File: src/rtl/bram_stream_pkg.sv
`default_nettype none
// ----------------------------------------------------------------------------
// bram_stream_pkg: shared encodings, defaults and helpers for the BRAM reader.
// Rev 1.0
// ----------------------------------------------------------------------------
package bram_stream_pkg;

  localparam int DEF_INDEXWIDTH = 9;
  localparam int DEF_WIDTH      = 8;
  localparam int DEF_FIFO_DEPTH = 4;

  typedef enum logic [1:0] {
    ST_IDLE  = 2'd0,
    ST_RUN   = 2'd1,
    ST_DRAIN = 2'd2
  } state_e;

  function automatic int clog2(input int value);
    int r;
    int v;
    r = 0;
    v = value - 1;
    while (v > 0) begin
      r = r + 1;
      v = v >> 1;
    end
    return r;
  endfunction

endpackage
`default_nettype wire

File: src/rtl/bram_stream_fifo.sv
`default_nettype none
// ----------------------------------------------------------------------------
// bram_stream_fifo: synchronous FIFO with occupancy count (power-of-2 depth).
// Rev 1.0
// ----------------------------------------------------------------------------
module bram_stream_fifo
  import bram_stream_pkg::*;
#(
  parameter int WIDTH      = DEF_WIDTH,
  parameter int FIFO_DEPTH = DEF_FIFO_DEPTH,
  localparam int PTR_W     = clog2(FIFO_DEPTH)
) (
  input  logic             clk,
  input  logic             ssr,
  input  logic             push,
  input  logic [WIDTH-1:0] din,
  input  logic             pop,
  output logic [WIDTH-1:0] dout,
  output logic             full,
  output logic             empty,
  output logic [PTR_W:0]   count
);

  logic [WIDTH-1:0] mem_q [FIFO_DEPTH];
  logic [PTR_W-1:0] wr_ptr_q, wr_ptr_d;
  logic [PTR_W-1:0] rd_ptr_q, rd_ptr_d;
  logic [PTR_W:0]   count_q, count_d;
  logic             wr_en;
  logic             rd_en;

  assign full  = (count_q == (PTR_W+1)'(FIFO_DEPTH));
  assign empty = (count_q == '0);
  assign count = count_q;
  assign dout  = mem_q[rd_ptr_q];

  always_comb begin
    wr_en    = push && !full;
    rd_en    = pop && !empty;
    wr_ptr_d = wr_en ? wr_ptr_q + PTR_W'(1) : wr_ptr_q;
    rd_ptr_d = rd_en ? rd_ptr_q + PTR_W'(1) : rd_ptr_q;
    case ({wr_en, rd_en})
      2'b10:   count_d = count_q + (PTR_W+1)'(1);
      2'b01:   count_d = count_q - (PTR_W+1)'(1);
      default: count_d = count_q;
    endcase
  end

  always_ff @(posedge clk) begin
    if (ssr) begin
      wr_ptr_q <= '0;
      rd_ptr_q <= '0;
      count_q  <= '0;
    end else begin
      wr_ptr_q <= wr_ptr_d;
      rd_ptr_q <= rd_ptr_d;
      count_q  <= count_d;
    end
  end

  // Storage carries no reset; emptiness is tracked by count_q alone.
  always_ff @(posedge clk) begin
    if (wr_en) begin
      mem_q[wr_ptr_q] <= din;
    end
  end

endmodule
`default_nettype wire

File: src/rtl/bram_stream_reader.sv
`default_nettype none
// ----------------------------------------------------------------------------
// bram_stream_reader: credit-gated burst reader from one BRAM port to a stream.
// Optional BRAM_STREAM_LAST_EN adds m_last marking the final word of a burst.
// Rev 1.0
// ----------------------------------------------------------------------------
module bram_stream_reader
  import bram_stream_pkg::*;
#(
  parameter int INDEXWIDTH = DEF_INDEXWIDTH,
  parameter int WIDTH      = DEF_WIDTH,
  parameter int LENWIDTH   = INDEXWIDTH + 1,
  parameter int FIFO_DEPTH = DEF_FIFO_DEPTH
) (
  input  logic                  clk,
  input  logic                  ssr,
  input  logic                  start,
  input  logic [INDEXWIDTH-1:0] base_addr,
  input  logic [LENWIDTH-1:0]   len,
  output logic                  busy,
  output logic                  done,
  output logic                  bram_en,
  output logic                  bram_we,
  output logic                  bram_ssr,
  output logic [INDEXWIDTH-1:0] bram_addr,
  output logic [WIDTH-1:0]      bram_din,
  input  logic [WIDTH-1:0]      bram_dout,
  input  logic                  bram_dack,
  output logic                  m_valid,
  output logic [WIDTH-1:0]      m_data,
  input  logic                  m_ready
`ifdef BRAM_STREAM_LAST_EN
  ,
  output logic                  m_last
`endif
);

  localparam int CNT_W = clog2(FIFO_DEPTH) + 1;
  localparam logic [CNT_W:0] OCC_LIMIT = (CNT_W+1)'(FIFO_DEPTH);

  state_e                state_q, state_d;
  logic [LENWIDTH-1:0]   remaining_q, remaining_d;
  logic [INDEXWIDTH-1:0] addr_q, addr_d;
  logic                  inflight_q, inflight_d;
  logic                  zero_done_q, zero_done_d;

  logic [CNT_W-1:0]      fifo_count;
  logic                  fifo_full;
  logic                  fifo_empty;
  logic [CNT_W:0]        occupancy;
  logic                  issue;
  logic                  push;
  logic                  pop;
  logic                  last_pop;

`ifdef BRAM_STREAM_LAST_EN
  localparam int FIFO_W = WIDTH + 1;
  logic [FIFO_W-1:0] fifo_din;
  logic [FIFO_W-1:0] fifo_dout;
  // A word captured once nothing remains to issue is the burst's final word.
  assign fifo_din = {(remaining_q == '0), bram_dout};
  assign m_data   = fifo_dout[WIDTH-1:0];
  assign m_last   = m_valid && fifo_dout[WIDTH];
`else
  localparam int FIFO_W = WIDTH;
  logic [FIFO_W-1:0] fifo_din;
  logic [FIFO_W-1:0] fifo_dout;
  assign fifo_din = bram_dout;
  assign m_data   = fifo_dout;
`endif

  bram_stream_fifo #(
    .WIDTH      (FIFO_W),
    .FIFO_DEPTH (FIFO_DEPTH)
  ) u_fifo (
    .clk   (clk),
    .ssr   (ssr),
    .push  (push),
    .din   (fifo_din),
    .pop   (pop),
    .dout  (fifo_dout),
    .full  (fifo_full),
    .empty (fifo_empty),
    .count (fifo_count)
  );

  // Credit check: every issued read already owns a FIFO slot when it returns.
  assign occupancy = {1'b0, fifo_count} + {{CNT_W{1'b0}}, inflight_q};
  assign issue     = (state_q == ST_RUN) && (remaining_q != '0) && !fifo_full &&
                     (occupancy < OCC_LIMIT);
  assign push      = bram_dack && inflight_q;
  assign m_valid   = !fifo_empty;
  assign pop       = m_valid && m_ready;
  assign last_pop  = (state_q == ST_DRAIN) && !inflight_q &&
                     (fifo_count == CNT_W'(1)) && pop;

  assign busy      = (state_q != ST_IDLE) || zero_done_q;
  assign done      = zero_done_q || last_pop;
  assign bram_en   = issue;
  assign bram_addr = addr_q;
  assign bram_we   = 1'b0;
  assign bram_ssr  = 1'b0;
  assign bram_din  = '0;

  always_comb begin
    state_d     = state_q;
    remaining_d = remaining_q;
    addr_d      = addr_q;
    inflight_d  = issue;
    zero_done_d = 1'b0;
    case (state_q)
      ST_IDLE: begin
        if (start && !zero_done_q) begin
          addr_d      = base_addr;
          remaining_d = len;
          if (len == '0) begin
            zero_done_d = 1'b1;
          end else begin
            state_d = ST_RUN;
          end
        end
      end
      ST_RUN: begin
        if (issue) begin
          remaining_d = remaining_q - LENWIDTH'(1);
          addr_d      = addr_q + INDEXWIDTH'(1);
          if (remaining_q == LENWIDTH'(1)) begin
            state_d = ST_DRAIN;
          end
        end
      end
      ST_DRAIN: begin
        if (last_pop) begin
          state_d = ST_IDLE;
        end
      end
      default: state_d = ST_IDLE;
    endcase
  end

  always_ff @(posedge clk) begin
    if (ssr) begin
      state_q     <= ST_IDLE;
      remaining_q <= '0;
      addr_q      <= '0;
      inflight_q  <= 1'b0;
      zero_done_q <= 1'b0;
    end else begin
      state_q     <= state_d;
      remaining_q <= remaining_d;
      addr_q      <= addr_d;
      inflight_q  <= inflight_d;
      zero_done_q <= zero_done_d;
    end
  end

endmodule
`default_nettype wire

File: config.mk
export PLATFORM = sky130hd
export DESIGN_NAME = bram_stream_reader
export DESIGN_NICKNAME = d
export VERILOG_FILES = /design/src/rtl/bram_stream_pkg.sv /design/src/rtl/bram_stream_fifo.sv /design/src/rtl/bram_stream_reader.sv
export SDC_FILE = /design/constraint.sdc
export NUM_CORES = 1
export LEC_CHECK = 0
export ABC_AREA = 1
export BUFFER_PORTS_ARGS = -buffer_cell sky130_fd_sc_hd__buf_2
export CELL_PAD_IN_SITES_DETAIL_PLACEMENT = 0
export CELL_PAD_IN_SITES_GLOBAL_PLACEMENT = 1
export CORE_MARGIN = 2
export CORE_UTILIZATION = 45
export CTS_BUF_LIST = sky130_fd_sc_hd__clkbuf_4 sky130_fd_sc_hd__clkbuf_8
export DETAILED_ROUTE_END_ITERATION = 8
export GPL_ROUTABILITY_DRIVEN = 0
export GPL_TIMING_DRIVEN = 0
export PLACE_DENSITY = 0.95
export SLEW_MARGIN = 20
export SYNTH_ARGS = -nofsm -noshare
export SYNTH_HDL_FRONTEND = slang
export SYNTH_SLANG_ARGS = --single-unit
export TNS_END_PERCENT = 50
File: constraint.sdc
create_clock -name clk -period 4 [get_ports clk]
set_clock_uncertainty 0.1 [all_clocks]
set_input_delay 1 -clock clk [delete_from_list [all_inputs] [get_ports clk]]
set_output_delay 1 -clock clk [all_outputs]
set_load 0.05 [all_outputs]
After elaboration in Yosys (flattened, before gate mapping)
Memory sizes are Yosys's and may differ from the RTL's. A register that Yosys moved wholly into a read port is not among the register bits.
Index checks and enable logic that the tools add are counted.
{ "op_classes": {"bitwise": 2, "n_reduce_logical": 27, "mux": 18, "n_lt_le_gt_ge": 1, "add_sub_neg": 7, "eq_ne": 12} }
{ "op_table": {"columns": ["op", "count"], "rows": [
  ["two-way mux 10 bit", 2],
  ["case mux 10 bit (2 select lines)", 1],
  ["two-way mux 9 bit", 2],
  ["case mux 9 bit (2 select lines)", 1],
  ["two-way mux 2 bit", 7],
  ["logical AND 1 bit", 11],
  ["equality test 10 x 1 -> 1 bit, second input constant", 1],
  ["logical NOT 10 bit", 1],
  ["nonzero test 10 bit", 1],
  ["subtractor 10 x 1 -> 10 bit, second input constant", 1],
  ["adder 9 x 1 -> 9 bit, second input constant", 1],
  ["inequality test 2 bit, second input constant", 4],
  ["case mux 2 bit (3 select lines)", 1],
  ["case mux 3 bit (2 select lines)", 1],
  ["nonzero test 2 bit", 3],
  ["AND reduction 5 bit", 1],
  ["adder 2 x 1 -> 2 bit, second input constant", 2],
  ["adder 3 x 1 -> 4 bit", 1],
  ["equality test 2 x 1 -> 1 bit, second input constant", 2],
  ["equality test 2 bit, second input constant", 2],
  ["logical NOT 1 bit", 4],
  ["< comparator 4 x 3 -> 1 bit, second input constant", 1],
  ["adder 3 x 1 -> 3 bit, second input constant", 1],
  ["equality test 3 x 1 -> 1 bit, second input constant", 1],
  ["10 further kinds", 14]
]} }
{ "word_totals": {"reg_bits": 30, "out_inout_bits": 31, "ramBits": 32, "memories": 1, "in_bits": 32, "wordCells": 76} }
{ "mem_list": {"columns": ["memory", "words", "word_bits", "rd", "rd_clocked_by_memory_dff", "write_ports", "line", "rtl"], "rows": [
  ["u_fifo.mem_q", 4, 8, 1, 1, 1, "bram_stream_fifo.sv:24", "logic [WIDTH-1:0] mem_q [FIFO_DEPTH];"]
]} }

Longest topological paths before layout
Gate-level depths: netlist of run 1.
{ "logic_depth": {"word_depth": 6, "ltp_mapped": 12, "ltp_nobuf": 11} }

By module
From an unflattened synthesis of run 1, not the netlist that was laid out.
{ "hier_totals": {"hier_cells": 437, "hier_area_um2": 3402.0} }
{ "modules_own_cells": {"columns": ["mod", "seq_area_each_um2", "cells_each", "n_inst", "area_each_um2"], "rows": [
  ["bram_stream_reader", 460.4, 291, 1, 1710.4],
  ["bram_stream_fifo", 1141.1, 146, 1, 1691.6]
]} }

Worst setup path before layout of run 1
Ideal clock, no wire load.
{ "synth_path": {"path_type": "reg2out", "from": "reg u_fifo.count_q[0], in the netlist u_fifo.count[0]", "to": "out done", "slack_ns": 0.139, "stages_incl_launch_ff": 6, "t_required_ns": 2.900, "n_path_buf": 0, "arrival_time_ns": 2.761, "path_cell_list": "dfxtp_1 > inv_1 > ha_1 > nand2_1 > nand2_1 > o41ai_1"} }
{ "synth_via": {"elab_chain_len": 5, "word_cells_on_any_way": 7, "cone_classes": "1 x eq/ne; 6 x reduce/logical"} }
{ "synth_lines": {"columns": ["item", "line", "rtl"], "rows": [
  ["from (decl)", "bram_stream_fifo.sv:27", "logic [PTR_W:0] count_q, count_d;"],
  ["from (signal assigned)", "bram_stream_fifo.sv:56", "count_q <= count_d;"],
  ["logical NOT 3 bit", "bram_stream_fifo.sv:32", "assign empty = (count_q == '0);"],
  ["logical NOT 1 bit", "bram_stream_reader.sv:92", "assign m_valid = !fifo_empty;"],
  ["via m_valid", "bram_stream_reader.sv:29", "output logic m_valid,"],
  ["logical AND 1 bit", "bram_stream_reader.sv:93", "assign pop = m_valid && m_ready;"],
  ["logical AND 1 bit", "bram_stream_reader.sv:95", "(fifo_count == CNT_W'(1)) && pop;"],
  ["logical OR 1 bit", "bram_stream_reader.sv:98", "assign done = zero_done_q || last_pop;"],
  ["to (decl)", "bram_stream_reader.sv:21", "output logic done,"]
]} }
The timed path passes the listed nets, and every way through them passes these cells.

==> metrics.txt, run 1 <==
Syn. warnings=0; core area=7137 µm²; final worst setup slack=0.9836 ns; drt initial violations=146; Area Growth Syn to Fin=19.52%; Crit Path Category=register to output pin; mean post-synth cell area=7.974 µm²; DRT Wirelength=7366 µm; Final Slew Violations=0; register area=1602 µm²; Pwr Density=771.6 nW/µm²; post-route DRC violation count=0; Post-synth top cells=nand2_1 (98), nor2_1 (66), inv_1 (37); Starting Density=45.81%; leading area contributor after synthesis=edfxtp_1; global-route wire length before repair=11,520 µm; startpoint of the worst hold path=bram_addr[4]; largest net degree at the start of global routing=14; fraction of power spent switching nets=47.06%; HPWL reported at the end of detailed placement=5260 µm; ys async rst share=0%; FMAX=331.5 MHz; ANT nets after route=0; Cell Int Power=1.596 mW; CP startpoint kind=register; count leader, synth=nand2_1; Syn Std Cell Area=3269 µm²; commonest register cell after synthesis=edfxtp_1; CP endpoint kind=output pin; period utilization=75.41%; H-Tree Level Count=3; die width=89.24 µm; Most Crowded Layer GR=met2; Yosys reg bits=64; status=completed; post-synthesis sequential area ratio=48.99%; sequential power share=31.2%; EDFF count, synth=32; CTS max path bufs=2; I/O Pins=63; share of cells above drive strength 1=18.93%; Sum Neg Setup Slack=0 ns; Leak=1.738 nW; top post-synthesis cells by area=edfxtp_1 (29%), dfxtp_1 (20%), nand2_1 (11%); Yosys top cell area share=29.39%; Multi-input gate area=1410 µm²; number of antenna violations at the first check in global routing=0; highest net fanout along the worst path=10; GRT Total Usage=19.32%; Clk Latency, worst-skew pair=0.34 ns; CTS Buf Count=9; class of the worst hold path=register to register; slew margin rel.=48.57%; Combinational Power Share=47.8%; First-pass DRT Iterations=5; Peak VDD IR=0.4164 mV; Die Span Y=89.24 µm; via count=2,835; met3 Usage GRT=4.524%; vias in the first global route=2,566; NetSw=1.419 mW; clock root buffer=clkbuf_8; clock sink count=64; die area=7963 µm²; hold buffer count at cts=0; MaxCap Viol Count=0; GRT met2 Usage=33.74%; unrepaired setup endpoints after global routing=false; Synth cell types=30; fillers=706; final hold vios=0; Rows=31; Worst-path clk slew=0.08 ns; wire length per cell=12.59 µm; postcts setup bufs=0; ant diodes=0; CTS tree=done; met1 Usage GRT=22.90%; Data arrival, critical path=1.92 ns; total grt overflow=0; nets@finish=525; Avg Vias per Cell=4.846; Critical R2R Launch=u_fifo.count[0]; Slew @ Worst Pin=0.7687 ns; Post-CTS Resized=0; I/O Buffers=51; setup violators final=0; Period minus WS final=3.016 ns; Clk network pwr share=21.0%; CP Data Required Time=2.90 ns; worst slack, placed=1.231 ns; Mapped Cells=410
==> critical path: stages (launching register included) <==
cell,delay (ns)
dfxtp_1,0.38
inv_1,0.20
clkbuf_1,0.41
nor2_1,0.08
o22ai_1,0.22
buf_2,0.30
==> routing by layer <==
layer	wire length [µm]	vias up
met5	0	-
met4	93	0
met3	404	7
met2	3576	75
met1	3291	1286
li1	-	1467
==> power by group through the flow <==
stage,combinational [mW],sequential [mW],clock (mW)
after global placement,1.42,0.948,0
after detailed placement,1.44,0.952,0
after global routing,1.60,0.957,0.673
after floorplan,1.00,1.06,0
after CTS,1.45,0.938,0.647
final,1.44,0.940,0.635
==> stage by stage <==
step	hold WS [ns]	utilization [%]	std cells	instance area (µm²)	total power [mW]
final	0.3658	54.75	585	3908	3.015
after global routing	0.4127	54.75	585	3908	3.234
after CTS	0.3651	54.75	585	3908	3.031
after detailed placement	0.3519	51.60	569	3682	2.393
after global placement	0.3602	51.60	569	3682	2.371
after floorplan	0.3654	-	419	3303	2.060
==> state kept, by name (all words and copies together) (netlist names), named ones only <==
| register | count |
|---|---|
| u_fifo.rd_ptr_q | 2 |
| bram_addr | 9 |
| zero_done_q | 1 |
| u_fifo.count | 3 |
| u_fifo.wr_ptr_q | 2 |
| state_q | 2 |
| u_fifo.mem_q | 32 |
| inflight_q | 1 |
| remaining_q | 10 |
==> kinds of logic after synthesis <==
| logic type | after synthesis | synth area share (%) |
|---|---|---|
| DFF | 64 | 48.99 |
| buffers and inverters | 61 | 8.917 |
| AOI/OAI and AO/OA | 70 | 11.44 |
| other | 1 | 0.1147 |
| and+or+nand+nor | 197 | 24.61 |
| adders and majority gates | 12 | 4.592 |
| xor gates and xnor gates | 5 | 1.339 |
==> worst paths after layout <==
kind | endpoint | slack [ns] | depth (start not counted)
max | m_data[3] | 0.98 | 5
min | bram_addr[4] | 0.37 | 2
max reg2reg | u_fifo.mem_q[0][1] | 1.83 | 5
min reg2reg | bram_addr[4] | 0.37 | 2
==> area by class of cell <==
class / count / share of cell area [%]
Buffer: 22 / 3.714
Inverter: 39 / 3.746
Multi-Input combinational cell: 294 / 36.09
Timing Repair Buffer: 51 / 6.532
Clock inverter: 7 / 2.594
Sequential cell: 64 / 40.99
Tap cell: 99 / 3.170
Clock buffer: 9 / 3.170
==> layout by cell type (no fill, tap or decap), types with 7 or more instances in the layout <==
cell | Yosys | final
nand2_1 | 98 | 98
nor2_1 | 66 | 66
buf_2 | 2 | 53
inv_1 | 37 | 37
o21ai_0 | 35 | 35
dfxtp_1 | 32 | 32
edfxtp_1 | 32 | 32
nand3_1 | 21 | 21
a21oi_1 | 20 | 20
ha_1 | 12 | 12
buf_4 | 10 | 10
conb_1 | 1 | 10
clkbuf_8 | 0 | 9
o22ai_1 | 8 | 8
clkbuf_1 | 7 | 7
Power figures use the tool's default switching activity.
==> run 2: changes to the inputs <==
--- a/config.mk
+++ b/config.mk
@@ -10,12 +10,12 @@
 export CELL_PAD_IN_SITES_DETAIL_PLACEMENT = 0
 export CELL_PAD_IN_SITES_GLOBAL_PLACEMENT = 1
 export CORE_MARGIN = 2
-export CORE_UTILIZATION = 45
+export CORE_UTILIZATION = 42
 export CTS_BUF_LIST = sky130_fd_sc_hd__clkbuf_4 sky130_fd_sc_hd__clkbuf_8
 export DETAILED_ROUTE_END_ITERATION = 8
 export GPL_ROUTABILITY_DRIVEN = 0
 export GPL_TIMING_DRIVEN = 0
-export PLACE_DENSITY = 0.95
+export PLACE_DENSITY = 0.9
 export SLEW_MARGIN = 20
 export SYNTH_ARGS = -nofsm -noshare
 export SYNTH_HDL_FRONTEND = slang
==> constraint.sdc (replaced) <==
create_clock -name clk -period 2.9 [get_ports clk]
set_clock_uncertainty 0.1 [all_clocks]
set_input_delay 0.725 -clock clk [delete_from_list [all_inputs] [get_ports clk]]
set_output_delay 0.725 -clock clk [all_outputs]
set_load 0.05 [all_outputs]
==> metrics.txt, run 2 (same netlist as run 1, synthesis figures left out) <==
status=completed (unchanged); CTS tree=done (unchanged); worst hold endpoint=bram_addr[4] (unchanged); design area=3930 µm² (was 3908 µm²); Clk network pwr share=20.8% (was 21.0%); CP startpoint kind=register (unchanged); sequential power share=31.0% (was 31.2%); Min Hold Slack=0.3740 ns (was 0.3658 ns); die width=92.23 µm (was 89.24 µm); total grt overflow=0 (unchanged); Peak VDD IR=0.5010 mV (was 0.4164 mV); die area=8506 µm² (was 7963 µm²); class of the worst hold path=register to register (unchanged); hold path depth=2 (unchanged); Crit Path Category=register to output pin (unchanged); Area Growth Syn to Fin=20.21% (was 19.52%); Data arrival, critical path=1.92 ns (about the same); Starting Density=42.75% (was 45.81%); Post-CTS Resized=0 (unchanged); most common cell after layout, fill and taps aside=nand2_1 (unchanged); FMAX=363.7 MHz; wire length per cell=12.63 µm (was 12.59 µm); R2R Setup Slk=0.69 ns (was 1.83 ns); fillers=744 (was 706); CTS Buf Count=9 (unchanged); ANT nets after route=0 (unchanged); fraction of power spent switching nets=47.18% (was 47.06%); Clk Latency, worst-skew pair=0.35 ns (was 0.34 ns); RR Endpoint=u_fifo.mem_q[0][2] (was u_fifo.mem_q[0][1]); most frequent cells in the layout=nand2_1 (98), nor2_1 (66), buf_2 (53) (unchanged); Worst-path clk slew=0.08 ns (about the same); setup violators final=0 (unchanged); largest net degree at the start of global routing=14 (unchanged); global-route wire length before repair=12,120 µm (was 11,520 µm); Sum Neg Setup Slack=0 ns (unchanged); CP endpoint kind=output pin (unchanged); startpoint of the worst hold path=bram_addr[4] (unchanged); First-pass DRT Iterations=4 (was 5); Final Slew Violations=0 (unchanged); vias in the first global route=2,590 (was 2,566); drt initial violations=144 (was 146); H-Tree Level Count=3 (unchanged); HPWL reported at the end of detailed placement=5337 µm (was 5260 µm); number of antenna violations at the first check in global routing=0 (unchanged); Period minus WS final=2.750 ns; clock sink count=64 (unchanged); post-route DRC violation count=0 (unchanged); core area=7647 µm² (was 7137 µm²); DRT Wirelength=7427 µm (was 7366 µm); I/O Buffers=51 (unchanged); Pwr Density=1061 nW/µm² (was 771.6 nW/µm²); postcts setup bufs=0 (unchanged); Slew @ Worst Pin=0.8181 ns (was 0.7687 ns); hold buffer count at cts=0 (unchanged); DP Area=3705 µm² (was 3682 µm²); Avg Vias per Cell=4.786 (was 4.846); Rows=32 (was 31); Die Span Y=92.23 µm (was 89.24 µm); ant diodes=0 (unchanged); via count=2,814 (was 2,835); MaxCap Viol Count=0 (unchanged); slew margin rel.=45.26% (was 48.57%); clock root buffer=clkbuf_8 (unchanged); share of cells above drive strength 1=19.14% (was 18.93%); unrepaired setup endpoints after global routing=false (unchanged); Largest Register=u_fifo.mem_q (unchanged); worst slack, placed=0.5301 ns (was 1.231 ns); Critical R2R Launch=u_fifo.count[0] (unchanged); highest net fanout along the worst path=10 (unchanged); CTS max path bufs=2 (unchanged); NetSw=1.967 mW (was 1.419 mW); GRT Total Usage=18.34% (was 19.32%); final worst setup slack=0.1503 ns (was 0.9836 ns); I/O Pins=63 (unchanged); CP Data Required Time=2.08 ns (was 2.90 ns); reg2reg path depth=5 (unchanged); total power=4.168 mW (was 3.015 mW); period utilization=94.82%; final hold vios=0 (unchanged); Leak=1.765 nW (was 1.738 nW); nets@finish=525 (unchanged); Cell Int Power=2.202 mW (was 1.596 mW); Largest register FFs=32 (unchanged); Combinational Power Share=48.2% (was 47.8%)
## run 2: area by class of cell
type                       count  area [µm²]  share of cell area, %
clock buffer                   9       123.9                  3.152
timing repair buffer          51       255.2                  6.495
tap                          102       127.6                  3.247
inverter                      39       146.4                  3.725
buffer                        22       145.1                  3.693
clock inverter                 7       101.3                  2.579
multi-input combinational    294        1429                  36.36
sequential                    64        1602                  40.75
## run 2: worst max-delay path: stages, from the launching register on
cell and delay, ns:
dfxtp_1 0.38, inv_1 0.20, clkbuf_1 0.43, nor2_1 0.09, o22ai_1 0.20, buf_2 0.29
## run 2: stage by stage
stage                     utilization [%]  std cells
after floorplan                         -        419
after global placement              48.45        572
after detailed placement            48.45        572
after CTS                           51.39        588
after global routing                51.39        588
final                               51.39        588
## run 2: how the worst max path moves through the flow
stage,to,start,cells past startpoint
finish,m_data[4],register,5
global route,m_data[2],register,5
CTS,m_data[4],register,5
detailed placement,m_data[4],register,5
global placement,m_data[2],register,5
floorplan,done,u_fifo.count[0],5
## run 2: per-layer routing
layer / share of wire (%) / vias up / GRT usage (%)
li1: - / 1468 / -
met1: 45 / 1249 / 22.47
met2: 48 / 87 / 31.00
met3: 5.0 / 10 / 4.930
met4: 1.6 / 0 / 6.716
met5: 0 / - / 0
## run 2: power groups by stage
stage / clock [mW] / combinational (mW) / sequential (mW)
2_1_floorplan: 0 / 1.40 / 1.46
3_3_place_gp: 0 / 1.98 / 1.31
3_5_place_dp: 0 / 2.01 / 1.31
4_1_cts: 0.880 / 2.01 / 1.29
5_1_grt: 0.923 / 2.24 / 1.32
6_report: 0.866 / 2.01 / 1.29
==> run 3: changes to the inputs <==
--- a/config.mk
+++ b/config.mk
@@ -10,12 +10,12 @@
 export CELL_PAD_IN_SITES_DETAIL_PLACEMENT = 0
 export CELL_PAD_IN_SITES_GLOBAL_PLACEMENT = 1
 export CORE_MARGIN = 2
-export CORE_UTILIZATION = 42
+export CORE_UTILIZATION = 45
 export CTS_BUF_LIST = sky130_fd_sc_hd__clkbuf_4 sky130_fd_sc_hd__clkbuf_8
 export DETAILED_ROUTE_END_ITERATION = 8
 export GPL_ROUTABILITY_DRIVEN = 0
 export GPL_TIMING_DRIVEN = 0
-export PLACE_DENSITY = 0.9
+export PLACE_DENSITY = 0.95
 export SLEW_MARGIN = 20
 export SYNTH_ARGS = -nofsm -noshare
 export SYNTH_HDL_FRONTEND = slang
==> constraint.sdc (replaced) <==
create_clock -name clk -period 3.5 [get_ports clk]
set_clock_uncertainty 0.1 [all_clocks]
set_input_delay 0.875 -clock clk [delete_from_list [all_inputs] [get_ports clk]]
set_output_delay 0.875 -clock clk [all_outputs]
set_load 0.05 [all_outputs]
==> metrics.txt, run 3 (same netlist as run 1, synthesis figures left out) <==
status=completed (unchanged); unrepaired setup endpoints after global routing=false (unchanged); Period minus WS final=2.877 ns; I/O Buffers=51 (unchanged); crit-path cells=inv_1 > clkbuf_1 > nor2_1 > o22ai_1 > buf_2 (unchanged); Pwr Density=880.7 nW/µm² (was 1061 nW/µm²); Area Growth Syn to Fin=19.79% (was 20.21%); I/O Pins=63 (unchanged); Worst path depth=5 (unchanged); clock sink count=64 (unchanged); HPWL reported at the end of detailed placement=5379 µm (was 5337 µm); CP Data Required Time=2.52 ns (was 2.08 ns); buffer and inverter count on the worst path=3 (unchanged); Largest Register=u_fifo.mem_q (unchanged); via count=2,797 (was 2,814); final hold vios=0 (unchanged); startpoint of the worst hold path=bram_addr[4] (unchanged); most frequent cells in the layout=nand2_1 (98), nor2_1 (66), buf_2 (53) (unchanged); CTS Buf Count=9 (unchanged); Leak=1.747 nW (was 1.765 nW); Final Slew Violations=0 (unchanged); CTS tree=done (unchanged); final cell count without fillers=585 (was 588); Worst-path clk slew=0.08 ns (about the same); Starting Density=45.81% (was 42.75%); placed cells=569 (was 572); Clk Latency, worst-skew pair=0.34 ns (was 0.35 ns); postcts setup bufs=0 (unchanged); Critical R2R Launch=u_fifo.count[0] (unchanged); H-Tree Level Count=3 (unchanged); CP endpoint kind=output pin (unchanged); Sum Neg Setup Slack=0 ns (unchanged); global-route wire length before repair=11,670 µm (was 12,120 µm); highest net fanout along the worst path=10 (unchanged); period utilization=82.20%; share of cells above drive strength 1=19.14% (unchanged); wire length per cell=12.70 µm (was 12.63 µm); GRT Total Usage=19.29% (was 18.34%); largest net degree at the start of global routing=14 (unchanged); Crit path largest cell delay=0.40 ns (was 0.43 ns); Largest register FFs=32 (unchanged); hold path depth=2 (unchanged); clock root buffer=clkbuf_8 (unchanged); Post-CTS Resized=0 (unchanged); FMAX=347.6 MHz; die width=89.24 µm (was 92.23 µm); die area=7963 µm² (was 8506 µm²); Slew @ Worst Pin=0.8056 ns (was 0.8181 ns); core area=7137 µm² (was 7647 µm²); nets@finish=525 (unchanged); vias in the first global route=2,518 (was 2,590); RR Endpoint=u_fifo.mem_q[0][1] (was u_fifo.mem_q[0][2]); final worst setup slack=0.6229 ns (was 0.1503 ns); ANT nets after route=0 (unchanged); Rows=31 (was 32); worst slack, placed=0.9642 ns (was 0.5301 ns); Crit Path Category=register to output pin (unchanged); most common cell after layout, fill and taps aside=nand2_1 (unchanged); total grt overflow=0 (unchanged); slowest CP cell=clkbuf_1 (unchanged); critical path's top delay family=buffers and inverters (unchanged); slew margin rel.=46.10% (was 45.26%); Die Span Y=89.24 µm (was 92.23 µm); Avg Vias per Cell=4.781 (was 4.786); setup violators final=0 (unchanged); number of antenna violations at the first check in global routing=0 (unchanged); ant diodes=0 (unchanged); R2R Setup Slk=1.26 ns (was 0.69 ns); Data arrival, critical path=1.90 ns (was 1.92 ns); First-pass DRT Iterations=4 (unchanged); CTS max path bufs=2 (unchanged); class of the worst hold path=register to register (unchanged); reg2reg path depth=5 (unchanged); MaxCap Viol Count=0 (unchanged); post-route DRC violation count=0 (unchanged); CP startpoint kind=register (unchanged); Peak VDD IR=0.5183 mV (was 0.5010 mV); drt initial violations=129 (was 144); hold buffer count at cts=0 (unchanged); DRT Wirelength=7429 µm (was 7427 µm); worst hold endpoint=bram_addr[4] (unchanged)
run 3: changes by cell type in the layout (fill, tap and decap cells not counted):
cell        delta
clkinv_4       +1
clkinvlp_4     -1
o41ai_2        +1
o41ai_4        -1
run 3: worst max path at each step:
stage,start,to
final,register,m_data[1]
after global routing,register,m_data[1]
after CTS,register,m_data[1]
after detailed placement,register,m_data[3]
after global placement,m_ready,done
after floorplan,u_fifo.count[0],done
run 3: power breakdown:
part | total [mW] | leakage (nW) | internal (mW) | switching, mW
Combinational | 1.65 | 1.09 | 0.489 | 1.16
Sequential | 1.08 | 0.550 | 0.929 | 0.147
Clock | 0.719 | 0.110 | 0.408 | 0.311
run 3: worst reg2reg max path: stages, from the launching register on:
cell and delay, ns:
dfxtp_1 0.43, inv_1 0.10, ha_1 0.23, nand2_1 0.07
nand3_1 0.24, nor2_1 0.71
run 3: area by class of cell:
cell class | count | area, µm²
inverter | 39 | 146.4
buffer | 22 | 145.1
sequential | 64 | 1602
fill | 694 | 3221
tap | 99 | 123.9
clock inverter | 7 | 102.6
clock buffer | 9 | 123.9
multi-input combinational | 294 | 1418
timing repair buffer | 51 | 255.2
run 3: layer usage:
layer	part of all wire (%)	vias to the layer above	routed length [µm]	GRT usage, %
li1	-	1466	-	-
met1	45	1270	3351	23.04
met2	50	54	3725	34.81
met3	3.8	7	282	4.617
met4	0.94	0	70	4.885
met5	0	-	0	0
run 3: stage by stage:
stage                     hold WS (ns)  total power, mW  util, %  instance area [µm²]
after floorplan                 0.3654            2.358        -                 3311
final                           0.3727            3.449    54.87                 3916
after global routing            0.3985            3.700    54.87                 3916
after CTS                       0.3799            3.460    54.87                 3916
after detailed placement        0.3674            2.740    51.70                 3690
after global placement          0.3586            2.714    51.70                 3690
